<file path="config.mk">
export PLATFORM = sky130hd
export DESIGN_NAME = iobm_mc_flat
export DESIGN_NICKNAME = d
export VERILOG_FILES = /design/src/rtl/iobm_mc_if.sv /design/src/rtl/iobm_mc.sv /design/src/flat_wrapper.sv
export SDC_FILE = /design/constraint.sdc
export NUM_CORES = 1
export LEC_CHECK = 0
export ABC_AREA = 0
export ABC_CLOCK_PERIOD_IN_PS = 2000
export BUFFER_PORTS_ARGS = -buffer_cell sky130_fd_sc_hd__buf_4
export CAP_MARGIN = 20
export CORE_ASPECT_RATIO = 0.9
export CORE_UTILIZATION = 53
export CTS_CLUSTER_SIZE = 30
export DETAILED_ROUTE_END_ITERATION = 10
export PLACE_DENSITY = 0.86
export SYNTH_ARGS = -nofsm -noshare
export SYNTH_HDL_FRONTEND = slang
export SYNTH_SLANG_ARGS = --single-unit
export TNS_END_PERCENT = 10
</file>
<file path="constraint.sdc">
create_clock -name C16M -period 2 [get_ports C16M]
set_input_delay 0.4 -clock C16M [delete_from_list [all_inputs] [get_ports C16M]]
set_output_delay 0.4 -clock C16M [all_outputs]
set_load 0.1 [all_outputs]
</file>
<file path="src/rtl/iobm_mc_if.sv">
// Requester-side and PDS-side signal bundle of the iobm_mc bus master.
// The master modport is the bus master; the slave modport is the requesters plus the PDS bus.
interface iobm_mc_if #(
  parameter int NCH = 2
);
  logic           C8M;
  logic           E;
  logic           nDTACK;
  logic           nVPA;
  logic           nBERR;
  logic           AoutOE;
  logic [NCH-1:0] REQ;
  logic [NCH-1:0] RW;
  logic [NCH-1:0] LDS;
  logic [NCH-1:0] UDS;
  logic [NCH-1:0] DONE;
  logic [NCH-1:0] ERR;
  logic [NCH-1:0] GNT;
  logic           IOACT;
  logic           nAS;
  logic           RnW;
  logic           nLDS;
  logic           nUDS;
  logic           nVMA;
  logic           ALE0;
  logic           nDinLE;
  logic           nDoutOE;

  modport master (
    input  C8M, E, nDTACK, nVPA, nBERR, AoutOE, REQ, RW, LDS, UDS,
    output DONE, ERR, GNT, IOACT, nAS, RnW, nLDS, nUDS, nVMA, ALE0, nDinLE, nDoutOE
  );

  modport slave (
    output C8M, E, nDTACK, nVPA, nBERR, AoutOE, REQ, RW, LDS, UDS,
    input  DONE, ERR, GNT, IOACT, nAS, RnW, nLDS, nUDS, nVMA, ALE0, nDinLE, nDoutOE
  );
endinterface

</file>
<file path="src/rtl/iobm_mc.sv">
// Multi-channel round-robin PDS (68000-style) bus master with DTACK, VPA/E and BERR termination.
// Define IOBM_TIMEOUT_EN to add the WAIT-state timeout that ends a stuck cycle as a bus error.
module iobm_mc #(
  parameter int NCH    = 2,
  parameter int ES_LEN = 10,
  parameter int VMA_ES = 4
`ifdef IOBM_TIMEOUT_EN
  , parameter int TOUT = 255
`endif
) (
  input logic       C16M,
  input logic       nRES,
  iobm_mc_if.master bus
);
  localparam int PW  = (NCH > 1) ? $clog2(NCH) : 1;
  localparam int ESW = $clog2(ES_LEN);

  typedef enum logic [2:0] {IDLE, S2, S3, S4, WAIT, S6, S7} state_t;

  state_t         state;
  logic [PW-1:0]  ptr;
  logic [PW-1:0]  g_idx;
  logic [NCH-1:0] gnt, done, err;
  logic           ioact, as_n, rnw, lds_n, uds_n, vma_n, ale0, din_le_n, dout_oe_n;
  logic           term, term_err;

  logic           c8m_r, c8m_d, e_r, e_d;
  logic           dtack_r, vpa_r, berr_r;
  logic           e_pend;
  logic [ESW-1:0] es;
  logic           c8m_fall, c8m_rise, e_fall, etack;

  logic           any_sel;
  logic [PW-1:0]  sel;

`ifdef IOBM_TIMEOUT_EN
  logic [7:0]     tcnt;
`endif

  assign c8m_fall = c8m_d & ~c8m_r;
  assign c8m_rise = ~c8m_d & c8m_r;
  assign e_fall   = e_d & ~e_r;
  assign etack    = (int'(es) == VMA_ES + 4) && !vma_n;

  // Bus-clock sampling, E-clock phase counter (ES) and VMA generation.
  // NOTE: sequential state uses non-blocking assignments only, so every flop sees pre-edge values.
  always_ff @(posedge C16M or negedge nRES) begin
    if (!nRES) begin
      c8m_r   <= 1'b0;
      c8m_d   <= 1'b0;
      e_r     <= 1'b0;
      e_d     <= 1'b0;
      dtack_r <= 1'b1;
      vpa_r   <= 1'b1;
      berr_r  <= 1'b1;
      e_pend  <= 1'b0;
      es      <= '0;
      vma_n   <= 1'b1;
    end else begin
      c8m_r   <= bus.C8M;
      c8m_d   <= c8m_r;
      e_r     <= bus.E;
      e_d     <= e_r;
      dtack_r <= bus.nDTACK;
      vpa_r   <= bus.nVPA;
      berr_r  <= bus.nBERR;

      // ES only runs after an E falling edge; once it wraps it parks at 0.
      if (c8m_fall) begin
        e_pend <= e_fall;
        if (e_pend)                                es <= ESW'(1);
        else if (es == '0 || int'(es) == ES_LEN-1) es <= '0;
        else                                       es <= es + 1'b1;
      end else if (e_fall) begin
        e_pend <= 1'b1;
      end

      if (es == '0)
        vma_n <= 1'b1;
      else if (c8m_rise && int'(es) == VMA_ES && state == WAIT && !vpa_r)
        vma_n <= 1'b0;
    end
  end

  // Round-robin pick: first requester after the pointer.
  // NOTE: every always_comb output gets a default first, so no latch is inferred.
  always_comb begin
    any_sel = 1'b0;
    sel     = ptr;
    for (int i = 1; i <= NCH; i++) begin
      for (int c = 0; c < NCH; c++) begin
        if (!any_sel && c == (int'(ptr) + i) % NCH && bus.REQ[c]) begin
          any_sel = 1'b1;
          sel     = PW'(c);
        end
      end
    end
  end

  always_ff @(posedge C16M or negedge nRES) begin
    if (!nRES) begin
      state     <= IDLE;
      ptr       <= PW'(NCH-1);
      g_idx     <= '0;
      gnt       <= '0;
      done      <= '0;
      err       <= '0;
      ioact     <= 1'b0;
      as_n      <= 1'b1;
      rnw       <= 1'b1;
      lds_n     <= 1'b1;
      uds_n     <= 1'b1;
      ale0      <= 1'b0;
      din_le_n  <= 1'b0;
      dout_oe_n <= 1'b1;
      term      <= 1'b0;
      term_err  <= 1'b0;
`ifdef IOBM_TIMEOUT_EN
      tcnt      <= '0;
`endif
    end else begin
      done <= '0;
      err  <= '0;
`ifdef IOBM_TIMEOUT_EN
      tcnt <= (state == WAIT) ? tcnt + 8'd1 : 8'd0;
`endif
      case (state)
        IDLE: begin
          term     <= 1'b0;
          term_err <= 1'b0;
          if (any_sel && !c8m_r && bus.AoutOE) begin
            state     <= S2;
            g_idx     <= sel;
            ptr       <= sel;
            gnt       <= NCH'(1) << sel;
            ioact     <= 1'b1;
            ale0      <= 1'b1;
            as_n      <= 1'b0;
            rnw       <= bus.RW[sel];
            dout_oe_n <= bus.RW[sel];
            if (bus.RW[sel]) begin
              lds_n <= ~bus.LDS[sel];
              uds_n <= ~bus.UDS[sel];
            end
          end
        end
        S2: state <= S3;
        S3: begin
          state    <= S4;
          din_le_n <= 1'b1;
          // Write strobes wait until the data bus is driven.
          if (!rnw) begin
            lds_n <= ~bus.LDS[g_idx];
            uds_n <= ~bus.UDS[g_idx];
          end
        end
        S4: state <= WAIT;
        WAIT: begin
          if (c8m_fall && !term && (!dtack_r || etack || !berr_r)) begin
            term     <= 1'b1;
            term_err <= !berr_r;
          end
`ifdef IOBM_TIMEOUT_EN
          if (tcnt == 8'(TOUT) && !term) begin
            term     <= 1'b1;
            term_err <= 1'b1;
          end
`endif
          if (!c8m_r && term) begin
            state    <= S6;
            as_n     <= 1'b1;
            lds_n    <= 1'b1;
            uds_n    <= 1'b1;
            din_le_n <= 1'b0;
            done     <= gnt;
            err      <= term_err ? gnt : '0;
          end
        end
        S6: begin
          state     <= S7;
          ale0      <= 1'b0;
          ioact     <= 1'b0;
          rnw       <= 1'b1;
          dout_oe_n <= 1'b1;
        end
        S7: begin
          state <= IDLE;
          gnt   <= '0;
        end
        default: state <= IDLE;
      endcase
    end
  end

  assign bus.GNT     = gnt;
  assign bus.DONE    = done;
  assign bus.ERR     = err;
  assign bus.IOACT   = ioact;
  assign bus.nAS     = as_n;
  assign bus.RnW     = rnw;
  assign bus.nLDS    = lds_n;
  assign bus.nUDS    = uds_n;
  assign bus.nVMA    = vma_n;
  assign bus.ALE0    = ale0;
  assign bus.nDinLE  = din_le_n;
  assign bus.nDoutOE = dout_oe_n;
endmodule
</file>
<file path="src/flat_wrapper.sv">
// flat-port wrapper written by rule: the top's interface ports become plain ports
module iobm_mc_flat 
#(
  parameter int NCH    = 2,
  parameter int ES_LEN = 10,
  parameter int VMA_ES = 4

)
  (C16M, nRES, bus_C8M, bus_E, bus_nDTACK, bus_nVPA, bus_nBERR, bus_AoutOE, bus_REQ, bus_RW, bus_LDS, bus_UDS, bus_DONE, bus_ERR, bus_GNT, bus_IOACT, bus_nAS, bus_RnW, bus_nLDS, bus_nUDS, bus_nVMA, bus_ALE0, bus_nDinLE, bus_nDoutOE);
  iobm_mc_if #(.NCH(NCH)) bus_i ();
  input logic C16M;
  input logic nRES;
  input wire logic [$bits(bus_i.C8M)-1:0] bus_C8M;
  input wire logic [$bits(bus_i.E)-1:0] bus_E;
  input wire logic [$bits(bus_i.nDTACK)-1:0] bus_nDTACK;
  input wire logic [$bits(bus_i.nVPA)-1:0] bus_nVPA;
  input wire logic [$bits(bus_i.nBERR)-1:0] bus_nBERR;
  input wire logic [$bits(bus_i.AoutOE)-1:0] bus_AoutOE;
  input wire logic [$bits(bus_i.REQ)-1:0] bus_REQ;
  input wire logic [$bits(bus_i.RW)-1:0] bus_RW;
  input wire logic [$bits(bus_i.LDS)-1:0] bus_LDS;
  input wire logic [$bits(bus_i.UDS)-1:0] bus_UDS;
  output wire logic [$bits(bus_i.DONE)-1:0] bus_DONE;
  output wire logic [$bits(bus_i.ERR)-1:0] bus_ERR;
  output wire logic [$bits(bus_i.GNT)-1:0] bus_GNT;
  output wire logic [$bits(bus_i.IOACT)-1:0] bus_IOACT;
  output wire logic [$bits(bus_i.nAS)-1:0] bus_nAS;
  output wire logic [$bits(bus_i.RnW)-1:0] bus_RnW;
  output wire logic [$bits(bus_i.nLDS)-1:0] bus_nLDS;
  output wire logic [$bits(bus_i.nUDS)-1:0] bus_nUDS;
  output wire logic [$bits(bus_i.nVMA)-1:0] bus_nVMA;
  output wire logic [$bits(bus_i.ALE0)-1:0] bus_ALE0;
  output wire logic [$bits(bus_i.nDinLE)-1:0] bus_nDinLE;
  output wire logic [$bits(bus_i.nDoutOE)-1:0] bus_nDoutOE;
  assign bus_i.C8M = bus_C8M;
  assign bus_i.E = bus_E;
  assign bus_i.nDTACK = bus_nDTACK;
  assign bus_i.nVPA = bus_nVPA;
  assign bus_i.nBERR = bus_nBERR;
  assign bus_i.AoutOE = bus_AoutOE;
  assign bus_i.REQ = bus_REQ;
  assign bus_i.RW = bus_RW;
  assign bus_i.LDS = bus_LDS;
  assign bus_i.UDS = bus_UDS;
  assign bus_DONE = bus_i.DONE;
  assign bus_ERR = bus_i.ERR;
  assign bus_GNT = bus_i.GNT;
  assign bus_IOACT = bus_i.IOACT;
  assign bus_nAS = bus_i.nAS;
  assign bus_RnW = bus_i.RnW;
  assign bus_nLDS = bus_i.nLDS;
  assign bus_nUDS = bus_i.nUDS;
  assign bus_nVMA = bus_i.nVMA;
  assign bus_ALE0 = bus_i.ALE0;
  assign bus_nDinLE = bus_i.nDinLE;
  assign bus_nDoutOE = bus_i.nDoutOE;
  iobm_mc #(.NCH(NCH), .ES_LEN(ES_LEN), .VMA_ES(VMA_ES)) u_core (.C16M(C16M), .nRES(nRES), .bus(bus_i));
endmodule
</file>
After elaboration in Yosys (flattened, before gate mapping) --
Index checks and enable logic that the tools add are counted.
Word-level totals: output and inout bits 15, flip-flop bits (word level) 32, logic and storage cells 160
Operators by class: shifts and indexed selects 1, add/subtract/negate cells 3, multiplexer cells 55, bitwise operators 12, equal/unequal tests 16, reductions and logical operators 47, magnitude comparators 2
Operator list (count):
- $logic_not 32->1 | 2
- $mux 1 | 35
- $pmux 3 s6 | 1
- $logic_and 1x1->1 | 16
- $eq 4x4->1 const B | 3
- $mux 2 | 6
- $pmux 1 s2 | 6
- $reduce_and 2->1 | 6
- $reduce_bool 2->1 | 6
- $eq 3x3->1 const B | 3
- $logic_not 1->1 | 9
- $mux 4 | 2
- $not 1->1 | 7
- $eq 3x2->1 const B | 2
- $mux 3 | 2
- $ne 2x2->1 const B | 3
- $pmux 1 s3 | 2
- $reduce_and 5->1 | 1
- $add 4x1->4 const B | 1
- $eq 2x2->1 const A | 2
- $logic_not 4->1 | 1
- $lt 1x2->1 const B | 2
- $ne 2x1->1 const B | 2
- $pmux 2 s2 | 1
- other kinds (9) | 15

Depth between registers and ports, before layout --
Gate-level depths: netlist of the first run.
word-level depth 23, gate-level depth with buffers 7

Worst setup path before layout of the first run --
Ideal clock, no wire load.
path type register -> output, start register u_core.ioact (netlist: u_core.bus.IOACT), end output port bus_IOACT, cell stages (with the launch flop) 2, path buffers 1, arrival time 1.356 ns, path slack 0.244 ns, cells stage by stage dfrtp_1 buf_4
RTL lines:
- from (decl) | RTL line iobm_mc.sv:24 | logic ioact, as_n, rnw, lds_n, uds_n, vma_n, ale0, din_le_n, dout_oe_n;
- from (signal assigned) | RTL line iobm_mc.sv:108 | ioact <= 1'b0;
- from (signal assigned) | RTL line iobm_mc.sv:136 | ioact <= 1'b1;
- from (signal assigned) | RTL line iobm_mc.sv:182 | ioact <= 1'b0;
- to (decl) | RTL line flat_wrapper.sv:26 | output wire logic [$bits(bus_i.IOACT)-1:0] bus_IOACT;
No word-level cell between the ends.

Worst setup path after layout of the first run --
start register u_core.ptr, end register u_core.lds_n (netlist: u_core.bus.nLDS)
Between the ends: word-level cells in the longest chain between the ends 23, elaborated cells between the ends (all ways) 39
RTL lines:
- from (decl) | RTL line iobm_mc.sv:21 | logic [PW-1:0] ptr;
- from (signal assigned) | RTL line iobm_mc.sv:103 | ptr <= PW'(NCH-1);
- from (signal assigned) | RTL line iobm_mc.sv:134 | ptr <= sel;
- $add 1x1->1 | RTL line iobm_mc.sv:92 | if (!any_sel && c == (int'(ptr) + i) % NCH && bus.REQ[c]) begin
- $and 1x1->1 (no line)
- $logic_not 32->1 | RTL line iobm_mc.sv:92
- $logic_and 1x1->1 | RTL line iobm_mc.sv:92
- $mux 1 | RTL line iobm_mc.sv:92
- $logic_not 1->1 | RTL line iobm_mc.sv:92
- $logic_and 1x1->1 (2 in series) | RTL line iobm_mc.sv:92
- $mux 1 | RTL line iobm_mc.sv:92
- (+4 left out)
- $logic_not 1->1 | RTL line iobm_mc.sv:92
- $logic_and 1x1->1 (2 in series) | RTL line iobm_mc.sv:92
- $mux 1 | RTL line iobm_mc.sv:92
- $mux 1 (implied by the code) (2 in series) | RTL line iobm_mc.sv:142 | lds_n <= ~bus.LDS[sel];
- $not 1->1 | RTL line iobm_mc.sv:142
- $mux 1 | RTL line iobm_mc.sv:141 | if (bus.RW[sel]) begin
- $mux 1 | RTL line iobm_mc.sv:131 | if (any_sel && !c8m_r && bus.AoutOE) begin
- $pmux 1 s3 | RTL line iobm_mc.sv:127 | case (state)
- to (signal assigned) | RTL line iobm_mc.sv:142
- to (signal assigned) | RTL line iobm_mc.sv:153 | lds_n <= ~bus.LDS[g_idx];
- to (decl) | RTL line iobm_mc.sv:24
Parallel ways exist; a longest one is shown, timed or not. The select of a mux whose other input is x is not followed. A chain may end at the register's enable or synchronous reset.

==> results.yml, run 1 <==
grt:
  gr-usage-all-layers_pct: 24.4
  grt_pass1_wl_um: 5240
  antenna_found_initial: 0
  overflow: 0
  grt_start_max_net_pins: 33
  grt_pass1_vias: 1124
die:
  die_area_mm2: 0.00302
  die_h_um: 52.3
  std_cell_rows: 17
  die_width_um: 57.8
  start_util_pct: 58.3
  ios: 31
  core_mm2: 0.00255
sta:
  setup_viol: 0
  fin_ws_ns: 0.165
  post-route-min-period_ns: 1.84
  hold_viol: 0
  drv_slew: 0
  rsz0062_at_grt: "false"
  skew_ns: 0.0109
  fin_crit_sh_pct: 91.8
  hold_slack_ns: 0.154
  tightest_slew_ns: 0.493
  final.setup.tns_ns: 0
  max_freq_ghz: 0.545
  max_slew_margin_pct: 66.9
worst_setup_path:
  cp.arrival_ns: 2.11
  r2r_start: "u_core.ptr$_DFFE_PN1P_"
  cp_slowest_stage_delay_ns: 0.57
  cp_top_family: "compound AO/OA/AOI/OAI gates"
  critPathKind: "register to register"
  required_ns: 2.27
  cpMaxStageDelayCell: "dfstp_2"
  worst-path-max-fanout: 4
  start_kind: "register"
  cp_num_buf_inv: 0
  crit_path_start: "u_core.ptr$_DFFE_PN1P_"
  cp_cell_sequence: "nor2_2 -> a21o_1 -> mux2i_1 -> a2111oi_4 -> mux2_4"
  critPathCaptureType: "register"
route:
  wl_per_cell_um: 14.9
  dr.pass1.iters: 7
  num_vias: 1158
  antenna_left: 0
  wl_um: 2990
  vias_per_cell: 5.76
  drc: 2
  drt_iter0_markers: 29
clock_network:
  ctsLongestPathBuffers: 2
  cts_sinks: 32
  cts_tree: "done"
  postCtsResizedCells: 0
  root_buffer: "clkbuf_4"
  cts_buffers: 5
  path_clk_slew_ns: 0.11
  clock_latency_ns: 0.34
  cts_htree_levels: 2
final_layout:
  antenna_cells: 0
  drive_above_1_share_pct: 31.2
  nets: 191
  area_delta_synth_final_pct: 22.8
  final_util_pct: 71.6
power:
  p_comb_share_pct: 47.5
  swShare_pct: 47.2
  peakVddDrop_mv: 1.41
  power.density_mw_per_mm2: 1690
  cellLeakagePower_nw: 0.866
  power_frac_seq_pct: 34.2
  internal-power_w: 0.00163
  p_switching_w: 0.00146
  clkPwrFrac_pct: 18.3
place:
  dpl.hpwl_um: 2190
  pre_cts_slack_ns: 0.183
  numPortBuffers: 30
  gp_congestion: 0.828
hold_path:
  min-delay-path-class: "input port to register"
  hold_start: "bus_nBERR"
run_status:
  outcome: "finished, violations left"
  violations: "DRC"
yosys:
  synth_edf_count: 0
  synth.distinct_cells: 40
  syn_area_mm2: 0.00149
  yosysSeqAreaShare_pct: 54.6
  yosysWarnings: 0
  synth-async-reset-ratio_pct: 100
  synth-seq-cells: 32
  syn-instance-count: 138
  ys.flop_type: "dfrtp_1"
  syn_nets: 157
  syn_avg_cell_area_um2: 10.8
run:
  cap_viol_max_count: 0
==> stage by stage <==
step	std cells	cell area, um^2	power, W
2_1_floorplan	138	1490	0.00224
3_3_place_gp	192	1720	0.00247
3_5_place_dp	192	1720	0.00252
4_1_cts	201	1830	0.00309
5_1_grt	201	1830	0.00325
6_report	201	1830	0.00309
==> routing by layer <==
metal	routed length [um]	vias to the layer above	GRT usage [%]
met5	0	-	0
met4	56	0	12.3
met3	222	7	7.65
met2	1410	42	35.8
met1	1310	553	32.8
li1	-	556	-
==> worst register-to-register path: stages (launching register included) <==
cell,delay [ns]
dfstp_2,0.57
nor2_2,0.04
a21o_1,0.20
mux2i_1,0.19
a2111oi_4,0.43
mux2_4,0.34
==> power by group through the flow <==
| stage | Clock, W | Sequential, W | Combinational (W) |
|---|---|---|---|
| floorplan | 0 | 0.00147 | 0.000772 |
| global placement | 0 | 0.00105 | 0.00142 |
| detailed placement | 0 | 0.00106 | 0.00146 |
| CTS | 0.000570 | 0.00105 | 0.00147 |
| global route | 0.000592 | 0.00108 | 0.00157 |
| finish | 0.000565 | 0.00105 | 0.00147 |
==> logic make-up after synthesis <==
logic type                 count (synthesis)  synth area share [%]
AOI/OAI and AO/OA                         37                  17.7
adders and majority gates                  3                  2.52
buffers and inverters                     17                  5.55
DFF                                       32                  54.6
muxes                                      6                  4.46
and+or+nand+nor                           43                  15.1
==> sequential cells by signal, summed over array words and instances (netlist names), 2 cells and up <==
name and flops:
u_core.state 3, u_core.bus.ERR 2, u_core.bus.GNT 2, u_core.es 4, u_core.bus.DONE 2
==> path summary, 6_finish.rpt <==
kind / end / slack (ns) / depth (start not counted)
max: u_core.bus.nLDS$_DFFE_PN1P_ / 0.16 / 5
min: u_core.berr_r$_DFF_PN1_ / 0.15 / 1
max reg2reg: u_core.bus.nLDS$_DFFE_PN1P_ / 0.16 / 5
min reg2reg: u_core.c8m_d$_DFF_PN0_ / 0.39 / 0
max in group asynchronous: u_core.vpa_r$_DFF_PN1_ / 1.16 / 2
min in group asynchronous: u_core.es[0]$_DFFE_PN0P_ / 0.51 / 2
==> Yosys cell counts, types with 2 or more instances <==
| cell | count | area [um^2] |
|---|---|---|
| dfrtp_1 | 23 | 576 |
| nand2_1 | 13 | 48.8 |
| inv_1 | 10 | 37.5 |
| a21oi_1 | 9 | 45.0 |
| dfstp_2 | 9 | 236 |
| o21ai_0 | 9 | 45.0 |
| nor2_1 | 6 | 22.5 |
| nor3_1 | 5 | 25.0 |
| mux2i_1 | 4 | 40.0 |
| nand2b_1 | 4 | 25.0 |
| a22oi_1 | 3 | 22.5 |
| and3_1 | 3 | 18.8 |
| buf_2 | 3 | 15.0 |
| ha_1 | 3 | 37.5 |
| a21o_1 | 2 | 15.0 |
| and2_1 | 2 | 12.5 |
| buf_4 | 2 | 15.0 |
| nand3_1 | 2 | 10.0 |
| o211ai_1 | 2 | 15.0 |
| o22ai_1 | 2 | 12.5 |
| o2bb2ai_1 | 2 | 17.5 |
| or3_1 | 2 | 12.5 |
==> cells in the final DEF (no fill, tap or decap), types with 2 or more instances in the layout <==
cell        n
ha_1        3
nand2b_1    4
inv_1      10
and3_1      3
o2bb2ai_1   2
dfrtp_1    23
and2_1      2
mux2i_1     4
o22ai_1     2
nand3_1     2
nor2_1      6
clkbuf_4    5
or3_1       2
buf_4      32
nand2_1    13
a21o_1      2
a22oi_1     3
a21oi_1     9
nor3_1      5
o211ai_1    2
clkbuf_8    2
o21ai_0     9
dfstp_2     9
==> cell type report <==
| class | instances | area, um^2 |
|---|---|---|
| clock buffers | 7 | 65.1 |
| well taps | 28 | 35.0 |
| flip-flops and latches | 32 | 812 |
| repair buffers | 33 | 250 |
| multi-input cells | 89 | 593 |
| inverters | 11 | 41.3 |
| clock inverters | 1 | 30.0 |
| fillers | 178 | 726 |
==> repair_timing <==
item	in CTS	in global routing
hold buffers	1	0
endpoints found under the hold margin	23	0
buffers inserted	0	0
setup endpoints to repair	0	0
No activity file was read; power rests on OpenSTA's default activity.
==> inputs of run 2 (changes only) <==
Settings changed: CELL_PAD_IN_SITES_DETAIL_PLACEMENT set to 2, CELL_PAD_IN_SITES_GLOBAL_PLACEMENT set to 2, CORE_UTILIZATION 53 to 34, SETUP_SLACK_MARGIN set to 0.4.
==> results.yml, run 2 (synthesized netlist as in run 1, its figures left out) <==
sta:
  max_slew_margin_pct: 65.8
  skew_ns: 0.00347
  rsz0062_at_grt: "true"
  post-route-min-period_ns: 1.75
  fin_ws_ns: 0.248
  hold_viol: 0
  drv_slew: 0
  setup_viol: 0
  fin_crit_sh_pct: 87.6
  final.setup.tns_ns: 0
  max_freq_ghz: 0.571
  tightest_slew_ns: 0.510
run:
  cap_viol_max_count: 0
power:
  p_switching_w: 0.00152
  p_comb_share_pct: 49.9
  cellLeakagePower_nw: 0.866
  peakVddDrop_mv: 0.652
  power_frac_seq_pct: 34.9
  internal-power_w: 0.00157
  power.density_mw_per_mm2: 1660
  swShare_pct: 49.1
  clkPwrFrac_pct: 15.2
place:
  numPortBuffers: 30
  gp_congestion: 0.791
  pre_cts_slack_ns: 0.136
  dpl.hpwl_um: 2880
clock_network:
  clock_latency_ns: 0.28
  cts_htree_levels: 2
  cts_sinks: 32
  cts_tree: "done"
  path_clk_slew_ns: 0.06
  root_buffer: "clkbuf_8"
  ctsLongestPathBuffers: 2
  cts_buffers: 5
final_layout:
  final_common_cell: "buf_4"
  largest_register_ffs: 4
  reg_top3: "u_core.es (4), u_core.state (3)"
  final_cell_mix: "buf_4 (36), dfrtp_1 (20), nand2_1 (13)"
  regMostFlops: "u_core.es"
  antenna_cells: 0
  nets: 194
  drive_above_1_share_pct: 34.3
  area_delta_synth_final_pct: 25.1
route:
  drc: 0
  wl_per_cell_um: 17.8
  wl_um: 3970
  dr.pass1.iters: 2
  vias_per_cell: 5.38
  antenna_left: 0
  drt_iter0_markers: 45
  num_vias: 1200
grt:
  grt_pass1_vias: 1351
  gr-usage-all-layers_pct: 19.8
  grt-busiest-layer: "met2"
  gr-usage-met1_pct: 25.0
  grt_pass1_wl_um: 6740
  met2_usage_pct: 32.3
  grt_start_max_net_pins: 33
  overflow: 0
  antenna_found_initial: 0
  grtUsageMet3_pct: 6.38
worst_setup_path:
  required_ns: 2.21
  worst-path-max-fanout: 4
  critPathCaptureType: "register"
  cp.arrival_ns: 1.97
  start_kind: "register"
  critPathKind: "register to register"
hold_path:
  min-delay-path-class: "input port to asynchronous set/reset pin"
die:
  std_cell_rows: 22
  die_area_mm2: 0.00464
  die_width_um: 71.7
  ios: 31
  start_util_pct: 36.0
  core_mm2: 0.00413
  die_h_um: 64.8
run_status:
  outcome: "finished, final reports clean"
run 2: metrics by stage:
step	instance area [um^2]	cells	total power, W	hold WS [ns]	util, %
2_1_floorplan	1490	138	0.00224	0.104	-
3_3_place_gp	1760	214	0.00251	0.358	42.7
3_5_place_dp	1760	214	0.00260	0.358	42.7
4_1_cts	1860	223	0.00311	0.0616	45.1
5_1_grt	1860	223	0.00328	0.0691	45.1
6_report	1860	223	0.00309	0.0508	45.1
run 2: final cells by class:
class	count	area, um^2
fillers	446	2270
flip-flops and latches	32	816
multi-input cells	89	597
repair buffers	36	270
clock buffers	6	72.6
well taps	48	60.1
inverters	11	41.3
clock inverters	1	5.00
run 2: routing by layer:
layer	share of wire, %	vias up
met5	0	-
met4	0.96	0
met3	4.7	5
met2	50	30
met1	45	610
li1	-	555
run 2: power groups by stage:
stage | logic (W) | clock network [W] | registers (W)
5_1_grt | 0.00164 | 0.000525 | 0.00112
3_5_place_dp | 0.00152 | 0 | 0.00108
2_1_floorplan | 0.000772 | 0 | 0.00147
3_3_place_gp | 0.00145 | 0 | 0.00106
6_report | 0.00154 | 0.000470 | 0.00108
4_1_cts | 0.00155 | 0.000484 | 0.00108
run 2: final timing paths:
kind | cells past startpoint | startpoint | slack, ns | endpoint
max | 5 | u_core.c8m_r$_DFF_PN0_ | 0.25 | u_core.bus.nLDS$_DFFE_PN1P_
min | 1 | nRES | 0.05 | u_core.bus.ERR[1]$_DFF_PN0_
max reg2reg | 5 | u_core.c8m_r$_DFF_PN0_ | 0.25 | u_core.bus.nLDS$_DFFE_PN1P_
min reg2reg | 0 | u_core.e_r$_DFF_PN0_ | 0.37 | u_core.e_d$_DFF_PN0_
max in group asynchronous | 1 | nRES | 1.61 | u_core.ptr$_DFFE_PN1P_
min in group C16M | 1 | bus_nDTACK | 0.22 | u_core.dtack_r$_DFF_PN1_
run 2: critical path, cell delays in order (launching register included):
cell       delay (ns)
dfrtp_1          0.40
clkinv_1         0.11
o211ai_1         0.17
o221a_4          0.29
a2111oi_4        0.38
mux2_4           0.33
run 2: timing repair:
| action | CTS | global route |
|---|---|---|
| hold buffers | 0 | 0 |
| pin swaps | 1 | 0 |
| endpoints found under the hold margin | 0 | 0 |
| setup endpoints to repair | 8 | 16 |
| buffers inserted | 2 | 0 |
| resized for setup | 2 | 1 |
